$ cat src/rtl/xgmii_link_monitor.sv
// XGMII receive link monitor: LF/RF fault-sequence detection, DOWN/HOLD/UP link FSM, error/drop statistics.
// Statistics counters exist only when XGMII_LINK_STATS_EN is defined; otherwise they read as constant 0.
module xgmii_link_monitor #(
    parameter int UP_CYCLES    = 1024,
    parameter int FAULT_WINDOW = 64
) (
    input  logic        clk,
    input  logic        rst_n,
    input  logic        rx_ready,
    input  logic [71:0] xgmii_rx_dc,
    input  logic        stats_clear,
    output logic        link_up,
    output logic [1:0]  link_state,
    output logic        local_fault,
    output logic        remote_fault,
    output logic [15:0] err_count,
    output logic [15:0] drop_count
);

    localparam int GW = $clog2(FAULT_WINDOW + 1);
    localparam int UW = $clog2(UP_CYCLES + 1);
    localparam logic [GW-1:0] FW = GW'(FAULT_WINDOW);
    localparam logic [UW-1:0] UC = UW'(UP_CYCLES);
    localparam logic [71:0] IDLE_WORD = {8{9'h107}};

    typedef enum logic [1:0] {
        ST_DOWN = 2'd0,
        ST_HOLD = 2'd1,
        ST_UP   = 2'd2
    } state_e;

    state_e          state_q, state_d;
    logic [71:0]     s1_dc_q;
    logic            s1_rdy_q;
    logic            seq_rf_q, seq_rf_d;
    logic [2:0]      seq_cnt_q, seq_cnt_d;
    logic [GW-1:0]   gap_q, gap_d;
    logic            lf_q, lf_d, rf_q, rf_d;
    logic [UW-1:0]   good_q, good_d;
    logic            link_up_q;
    logic            drop_evt;
    logic [1:0]      col_a, col_b;
    logic            lf_cyc, rf_cyc, fault_cyc, err_cyc;

    // 0 = no sequence, 1 = local fault, 2 = remote fault
    function automatic logic [1:0] col_fault(input logic [35:0] c);
        logic [1:0] r;
        r = 2'd0;
        if (c[8:0] == 9'h19C && c[17:9] == 9'h000 && c[26:18] == 9'h000) begin
            if (c[35:27] == 9'h001)      r = 2'd1;
            else if (c[35:27] == 9'h002) r = 2'd2;
        end
        return r;
    endfunction

    always_ff @(posedge clk or negedge rst_n) begin
        if (!rst_n) begin
            s1_dc_q  <= IDLE_WORD;
            s1_rdy_q <= 1'b0;
        end else begin
            s1_dc_q  <= xgmii_rx_dc;
            s1_rdy_q <= rx_ready;
        end
    end

    assign col_a     = col_fault(s1_dc_q[35:0]);
    assign col_b     = col_fault(s1_dc_q[71:36]);
    assign lf_cyc    = (col_a == 2'd1) || (col_b == 2'd1);
    assign rf_cyc    = !lf_cyc && ((col_a == 2'd2) || (col_b == 2'd2));
    assign fault_cyc = lf_cyc || rf_cyc;

    always_comb begin
        err_cyc = 1'b0;
        for (int i = 0; i < 8; i++) begin
            if (s1_dc_q[9*i +: 9] == 9'h1FE) err_cyc = 1'b1;
        end
    end

    // Fault detector; seq_rf records the type of the run being counted.
    always_comb begin
        seq_rf_d  = seq_rf_q;
        seq_cnt_d = seq_cnt_q;
        gap_d     = gap_q;
        lf_d      = lf_q;
        rf_d      = rf_q;
        if (fault_cyc) begin
            if ((rf_cyc == seq_rf_q) && (gap_q < FW)) begin
                if (seq_cnt_q != 3'd4) seq_cnt_d = seq_cnt_q + 3'd1;
            end else begin
                seq_rf_d  = rf_cyc;
                seq_cnt_d = 3'd1;
            end
            gap_d = '0;
            if (seq_cnt_d == 3'd4) begin
                lf_d = !seq_rf_d;
                rf_d = seq_rf_d;
            end
        end else if (gap_q != FW) begin
            gap_d = gap_q + GW'(1);
        end
        if (gap_d == FW) begin
            lf_d = 1'b0;
            rf_d = 1'b0;
        end
    end

    always_ff @(posedge clk or negedge rst_n) begin
        if (!rst_n) begin
            seq_rf_q  <= 1'b0;
            seq_cnt_q <= 3'd0;
            gap_q     <= FW;
            lf_q      <= 1'b0;
            rf_q      <= 1'b0;
        end else begin
            seq_rf_q  <= seq_rf_d;
            seq_cnt_q <= seq_cnt_d;
            gap_q     <= gap_d;
            lf_q      <= lf_d;
            rf_q      <= rf_d;
        end
    end

    // The FSM reacts to the fault flags as they update on this same edge.
    always_comb begin
        state_d  = state_q;
        good_d   = good_q;
        drop_evt = 1'b0;
        case (state_q)
            ST_DOWN: begin
                if (s1_rdy_q && !(lf_d || rf_d)) begin
                    state_d = ST_HOLD;
                    good_d  = '0;
                end
            end
            ST_HOLD: begin
                if (lf_d || rf_d || !s1_rdy_q) state_d = ST_DOWN;
                else if (err_cyc || fault_cyc)  good_d  = '0;
                else if (good_q == UC)          state_d = ST_UP;
                else                            good_d  = good_q + UW'(1);
            end
            ST_UP: begin
                if (lf_d || rf_d || !s1_rdy_q) begin
                    state_d  = ST_DOWN;
                    drop_evt = 1'b1;
                end
            end
            default: state_d = ST_DOWN;
        endcase
    end

    always_ff @(posedge clk or negedge rst_n) begin
        if (!rst_n) begin
            state_q   <= ST_DOWN;
            good_q    <= '0;
            link_up_q <= 1'b0;
        end else begin
            state_q   <= state_d;
            good_q    <= good_d;
            link_up_q <= (state_d == ST_UP);
        end
    end

    assign link_up      = link_up_q;
    assign link_state   = state_q;
    assign local_fault  = lf_q;
    assign remote_fault = rf_q;

`ifdef XGMII_LINK_STATS_EN
    logic [15:0] err_q, err_d, drop_q, drop_d;

    always_comb begin
        err_d  = err_q;
        drop_d = drop_q;
        if (err_cyc && err_q != 16'hFFFF)   err_d  = err_q + 16'd1;
        if (drop_evt && drop_q != 16'hFFFF) drop_d = drop_q + 16'd1;
        if (stats_clear) begin
            err_d  = '0;
            drop_d = '0;
        end
    end

    always_ff @(posedge clk or negedge rst_n) begin
        if (!rst_n) begin
            err_q  <= '0;
            drop_q <= '0;
        end else begin
            err_q  <= err_d;
            drop_q <= drop_d;
        end
    end

    assign err_count  = err_q;
    assign drop_count = drop_q;
`else
    logic unused_stats;
    assign unused_stats = stats_clear ^ drop_evt;
    assign err_count    = '0;
    assign drop_count   = '0;
`endif

endmodule

$ cat config.mk
export PLATFORM = sky130hd
export DESIGN_NAME = xgmii_link_monitor
export DESIGN_NICKNAME = d
export VERILOG_FILES = /design/src/rtl/xgmii_link_monitor.sv
export SDC_FILE = /design/constraint.sdc
export NUM_CORES = 1
export LEC_CHECK = 0
export ABC_AREA = 1
export CORE_MARGIN = 2
export CORE_UTILIZATION = 25
export CTS_BUF_LIST = sky130_fd_sc_hd__clkbuf_4
export CTS_CLUSTER_DIAMETER = 100
export DETAILED_ROUTE_END_ITERATION = 10
export PLACE_DENSITY = 0.45
export SYNTH_ARGS = -nofsm -noshare
export SYNTH_HDL_FRONTEND = slang
export SYNTH_SLANG_ARGS = --single-unit
export TNS_END_PERCENT = 20
$ cat constraint.sdc
create_clock -name clk -period 3.3 [get_ports clk]
set_clock_uncertainty 0.1 [all_clocks]
set_input_delay 0.495 -clock clk [delete_from_list [all_inputs] [get_ports clk]]
set_output_delay 0.495 -clock clk [all_outputs]
set_load 0.01 [all_outputs]
* Word level (Yosys, flattened, before mapping)
Index checks and enable logic that the tools add are counted.
Widths: inputs -> output; s select.
** Storage, ports and cells
- Bits in registers :: 100
- Bits in latches :: 0
- RAM bits :: 0
- ROM bits :: 0
- Input port bits :: 76
- Output and inout port bits :: 37
- Logic and storage cells :: 106
- Memories :: 0
** Cells by class
- $add $sub $neg :: 3
- $mul :: 0
- Div/mod/pow operators :: 0
- Order comparisons :: 1
- Equal/unequal tests :: 30
- Shift-type cells :: 0
- Mux-type cells :: 38
- Bitwise logic cells :: 0
- Reduce and logical (&&, ||, !) cells :: 24
** Operators with widths (count)
- $eq 9x9->1 const B :: 10
- $mux 11 :: 4
- $logic_not 9->1 :: 4
- $mux 2 :: 11
- $pmux 11 s2 :: 1
- $eq 9x1->1 const B :: 2
- $eq 9x2->1 const B :: 2
- $mux 1 :: 16
- $mux 7 :: 2
- $add 11x1->11 const B :: 1
- $eq 11x11->1 const B :: 1
- $mux 3 :: 3
- $eq 2x2->1 const B :: 4
- $add 7x1->7 const B :: 1
- $eq 7x7->1 const B :: 1
- $logic_and 1x1->1 :: 7
- $lt 7x7->1 const B :: 1
- $ne 7x7->1 const B :: 1
- $eq 2x1->1 const B :: 3
- $logic_or 1x1->1 :: 6
- $ne 3x3->1 const B :: 2
- $pmux 2 s3 :: 1
- $logic_not 1->1 :: 4
- $ne 2x2->1 const B :: 2
- other kinds (6) :: 6

* Depth between registers and ports, before layout
- Word-level depth :: 22
- Depth in mapped cells :: 19
- Depth with buffers taken out :: 18

* Least setup slack after synthesis
Ideal clock, no wire load.
- Kind :: flip-flop to flip-flop
- Start point :: reg s1_dc_q[44]
- End point :: reg good_q[10]
- Library setup time :: 0.115 ns
- Arrival :: 2.000 ns
- Data required time :: 3.085 ns
- Setup slack :: 1.084 ns
- Stages on the path, launching flop included :: 17
- Path buffers :: 1
- Clock period less this slack :: 2.216 ns
- Cell sequence :: dfstp_2 -> nand2_1 -> nor2_2 -> nand2_2 -> nor2_4 -> nand3_2 -> nand2_4 -> nand2_2 -> nand2_2 -> nand3_4 -> nor2_4 -> nand3_4 -> a21boi_4 -> nor2_4 -> buf_12 -> nand3_2 -> nand2_2
** Between the ends
- Cells in the longest elaborated chain, start to end :: 21
- Elaborated cells on any way between the ends :: 44
- Classes of those cells :: eq/ne (10); mux (19); reduce/logical (15)
** Ends and longest elaborated chain
- start, declared :: line 33 : logic [71:0] s1_dc_q;
- start signal, assigned :: line 61 : s1_dc_q <= xgmii_rx_dc;
- $eq 9x9->1 * :: line 49 : if (c[8:0] == 9'h19C && c[17:9] == 9'h000 && c[26:18] == 9'h000) begin
- $logic_and 1x1->1 * (2 in a row) :: line 49
- $mux 2 * :: line 49
- $eq 2x1->1 :: line 68 : assign lf_cyc = (col_a == 2'd1) || (col_b == 2'd1);
- $logic_or 1x1->1 :: line 68
- $logic_not 1->1 :: line 69 : assign rf_cyc = !lf_cyc && ((col_a == 2'd2) || (col_b == 2'd2));
- $logic_and 1x1->1 :: line 69
- $eq 1x1->1 :: line 87 : if ((rf_cyc == seq_rf_q) && (gap_q < FW)) begin
- (+5 left out)
- $mux 1 :: line 86 : if (fault_cyc) begin
- $mux 1 * :: line 101 : if (gap_d == FW) begin
- net lf_d :: line 38 : logic lf_q, lf_d, rf_q, rf_d;
- $logic_or 1x1->1 * :: line 130, 136
- $logic_not 1->1 :: line 130 : if (s1_rdy_q && !(lf_d || rf_d)) begin
- $logic_and 1x1->1 :: line 130
- $ne 2x2->1 (no line)
- $reduce_and 4->1 (no line) *
- end signal, assigned :: line 158 : good_q <= good_d;
- end, declared :: line 39 : logic [UW-1:0] good_q, good_d;
Mark *: on every way through the listed nets, which the timed path passes. The rest lies on a longest branch. The select of a mux whose other input is x is not followed.
A chain may end at the register's enable or synchronous reset.

* Worst setup path after layout
- Start point :: reg s1_dc_q[44]
- End point :: reg good_q[0]
** Between the ends
- Cells in the longest elaborated chain, start to end :: 21
- Elaborated cells on any way between the ends :: 44
- Classes of those cells :: eq/ne (10); mux (19); reduce/logical (15)
** Ends and longest elaborated chain
- $eq 9x9->1 :: line 49
- $logic_and 1x1->1 (2 in a row) :: line 49
- $mux 2 :: line 49
- $eq 2x1->1 :: line 68
- $logic_or 1x1->1 :: line 68
- $logic_not 1->1 :: line 69
- $logic_and 1x1->1 :: line 69
- $eq 1x1->1 :: line 87
- (+4 left out)
- $mux 1 :: line 94 : if (seq_cnt_d == 3'd4) begin
- $mux 1 :: line 86
- $mux 1 :: line 101
- $logic_or 1x1->1 :: line 130, 136
- $logic_not 1->1 :: line 130
- $logic_and 1x1->1 :: line 130
- $ne 2x2->1 (no line)
- $reduce_and 4->1 (no line)
Parallel ways exist; a longest one is shown, timed or not. The select of a mux whose other input is x is not followed.

==> summary.txt <==
Nets - 661
FF+latch count, synth - 100
Die Span Y - 142 µm
grt total ovfl - 0
Compound-Gate Fraction of Synth Area - 2.23%
antenna viol nets, final - 0
fraction of registers with async set/reset - 100%
CTS clk-pin slew, worst paths - 0.16 ns
critical path data arrival time - 2.93 ns
VDD IR max - 191 µV
fin cells - 819
Clk pwr share - 30.8%
aggregate negative setup slack - 0 ns
Detailed Place HPWL - 7400 µm
Psw - 0.561 mW
vias in the first global route - 3354
H-tree Lvls - 3
Pleak - 2.57 nW
sequential area share after synthesis - 53.2%
row cnt - 50
fill count - 1928
Die X - 142 µm
Crit Path Class - register to register
Final Max Tran Viols - 0
crit path time final - 2.61 ns
Max Clk Rate - 383 MHz
WL/cell - 11.6 µm
GPL Wtd Cong - 0.729
via count - 3192
post-synth top area cell - dfrtp_1
Starting Density - 25.5%
cell internal pwr - 1.64 mW
pin count of the biggest net entering global routing - 39
clock tree buffer depth - 2
Core Region - 18700 µm²
gr usage total - 10.2%
final setup fails - 0
syn avg cell area - 9.77 µm²
CP Launch Type - register
hold crit path type - input pin to register
top_reg_cell synth - dfrtp_1
# IOs - 113
CTS tree - built
post-route clock period utilization - 79.2%
Max Cap Violations - 0
Synth Cell Area - 4780 µm²
share of the synthesized area in the top cell type - 35.1%
sw frac - 25.4%
layout cell share with drive strength beyond 1 - 23.3%
1st-iter DRT viols - 159
Post-synth EDFFs - 0
top cells by count, synth - nand2_1 (83), dfrtp_1 (67), inv_1 (56)
post-synthesis mux area share - 0%
unrepaired setup endpoints after global routing - no
status - complete, no violations
Area contributors post-synth - dfrtp_1 (35%), dfstp_2 (18%), nand2_1 (6.5%), buf_4 (5.0%), inv_1 (4.4%)
largest family of logic cells by synthesized area - simple AND/OR/NAND/NOR gates
Logic pwr share - 9.2%
Clk Latency, worst-skew pair - 0.48 ns
Post-Place Cells - 801
initial antenna violation count - 1
Ys Warns - 0
Worst Path Required - 3.62 ns
Post-Synth XOR/XNOR Area - 1.83%
DRC Markers - 0
Reg power frac - 60.0%
Post-Synth Adder-Cell Area - 1.57%
port buffer count - 79
distinct cell type count after synthesis - 39
Pre-antenna DRT Iters - 4
Mapped Cells - 489
global-route wire length before repair - 16000 µm
relative slew slack - 65.1%
Worst Max-Slew Pin Slew - 0.517 ns
CP endpoint kind - register
die area - 20200 µm²
Via-to-Cell Ratio - 3.90
cell area power density - 374 nW/µm²
CTS resizes - 0
Area Overhead vs Synth - 23.3%
Post-Route WL - 9470 µm
TritonCTS buffer count - 9
clock root buffer - clkbuf_4
Final Hold Vio Count - 0
CTS Sinks - 100
most frequent cell after synthesis - nand2_1
Post-Synth Simple-Gate Area - 29.6%
Max FO, Critical Path - 11
[metrics by stage]
step                      util, %  instance area [µm²]  hold slack [ns]  total power, mW  setup slack (ns)
after global placement       30.6                 5730            0.387             1.55             0.664
after floorplan                 -                 4890           0.0994             1.44              1.08
after detailed placement     30.6                 5730            0.393             1.55             0.657
after global routing         31.5                 5890            0.234             2.33             0.359
final                        31.5                 5890            0.304             2.21             0.688
after CTS                    31.5                 5890            0.255             2.26             0.635
[path summary, 6_finish.rpt]
check | start | endpoint | slack [ns] | cells past startpoint
min in group asynchronous | rst_n | s1_dc_q[39]$_DFF_PN0_ | 0.40 | 2
min reg2reg | seq_cnt_q[1]$_DFFE_PN0N_ | seq_cnt_q[1]$_DFFE_PN0N_ | 0.43 | 2
min | xgmii_rx_dc[29] | s1_dc_q[29]$_DFF_PN1_ | 0.30 | 1
max in group asynchronous | rst_n | s1_dc_q[64]$_DFF_PN1_ | 1.94 | 3
max reg2reg | s1_dc_q[44]$_DFF_PN1_ | good_q[0]$_DFFE_PN0P_ | 0.69 | 16
max | s1_dc_q[44]$_DFF_PN1_ | good_q[0]$_DFFE_PN0P_ | 0.69 | 16
[power by group through the flow]
stage,clock network [mW],logic (mW),registers (mW)
after floorplan,0,0.106,1.34
after global placement,0,0.206,1.34
after detailed placement,0,0.207,1.35
after CTS,0.723,0.209,1.32
after global routing,0.768,0.230,1.33
final,0.678,0.204,1.32
[critical path, stage by stage (launching register included)]
cell	delay (ns)
dfstp_2	0.56
nand2_1	0.06
nor2_2	0.14
nand2_1	0.06
nor2_1	0.15
nand3_1	0.17
nand2_1	0.09
nor2_1	0.07
nor2_2	0.12
inv_2	0.06
nor2_4	0.13
nand3_4	0.12
nand3_4	0.12
nand2_4	0.07
nor2_4	0.33
nand3_1	0.12
nand2_1	0.08
[sequential cells by signal (all words and copies together), names as in the netlist]
register,flops
gap_q,7
good_q,11
link_state,2
link_up,1
local_fault,1
remote_fault,1
s1_dc_q,72
s1_rdy_q,1
seq_cnt_q,3
seq_rf_q,1
[per-layer routing]
| layer | vias up | global-route usage (%) | part of all wire (%) |
|---|---|---|---|
| met4 | 0 | 4.26 | 1.9 |
| met3 | 11 | 2.52 | 4.1 |
| met2 | 81 | 17.6 | 50 |
| met5 | - | 0 | 0 |
| met1 | 1448 | 12.1 | 44 |
| li1 | 1652 | - | - |
[repair_timing]
item / CTS / global route
hold buffers: 1 / 0
buffers inserted: 0 / 0
hold endpoints to repair: 20 / 0
[final cells by class]
class                   instances  area, µm²  area share, %
diodes                          1       2.50         0.0425
clock inverters                 6       70.1           1.19
inverters                      72        270           4.59
flip-flops and latches        100       2540           43.2
multi-input cells             313       1800           30.6
repair buffers                 83        833           14.1
well taps                     234        293           4.97
clock buffers                  10       75.1           1.27
[kinds of logic (layout without fill, tap and decap cells)]
kind of cell / after synthesis / after routing
AND/OR/NAND/NOR: 250 / 250
buffers and inverters: 107 / 171
flip-flops: 100 / 100
AO/OA/AOI/OAI: 15 / 15
XOR/XNOR: 10 / 10
adder cells (fa/ha/maj): 6 / 6
other: 1 / 33
[layout by cell type (no fill, tap or decap), types with 15 or more instances in the layout]
cell / instances
nor2_2: 15
dfrtp_1: 67
conb_1: 32
dfstp_2: 33
nor2_1: 43
nor3_1: 16
inv_1: 56
nand3_1: 18
nand2_1: 83
inv_2: 16
nand3_2: 15
clkdlybuf4s50_1: 78
nand2_2: 16
Power figures use the tool's default switching activity.
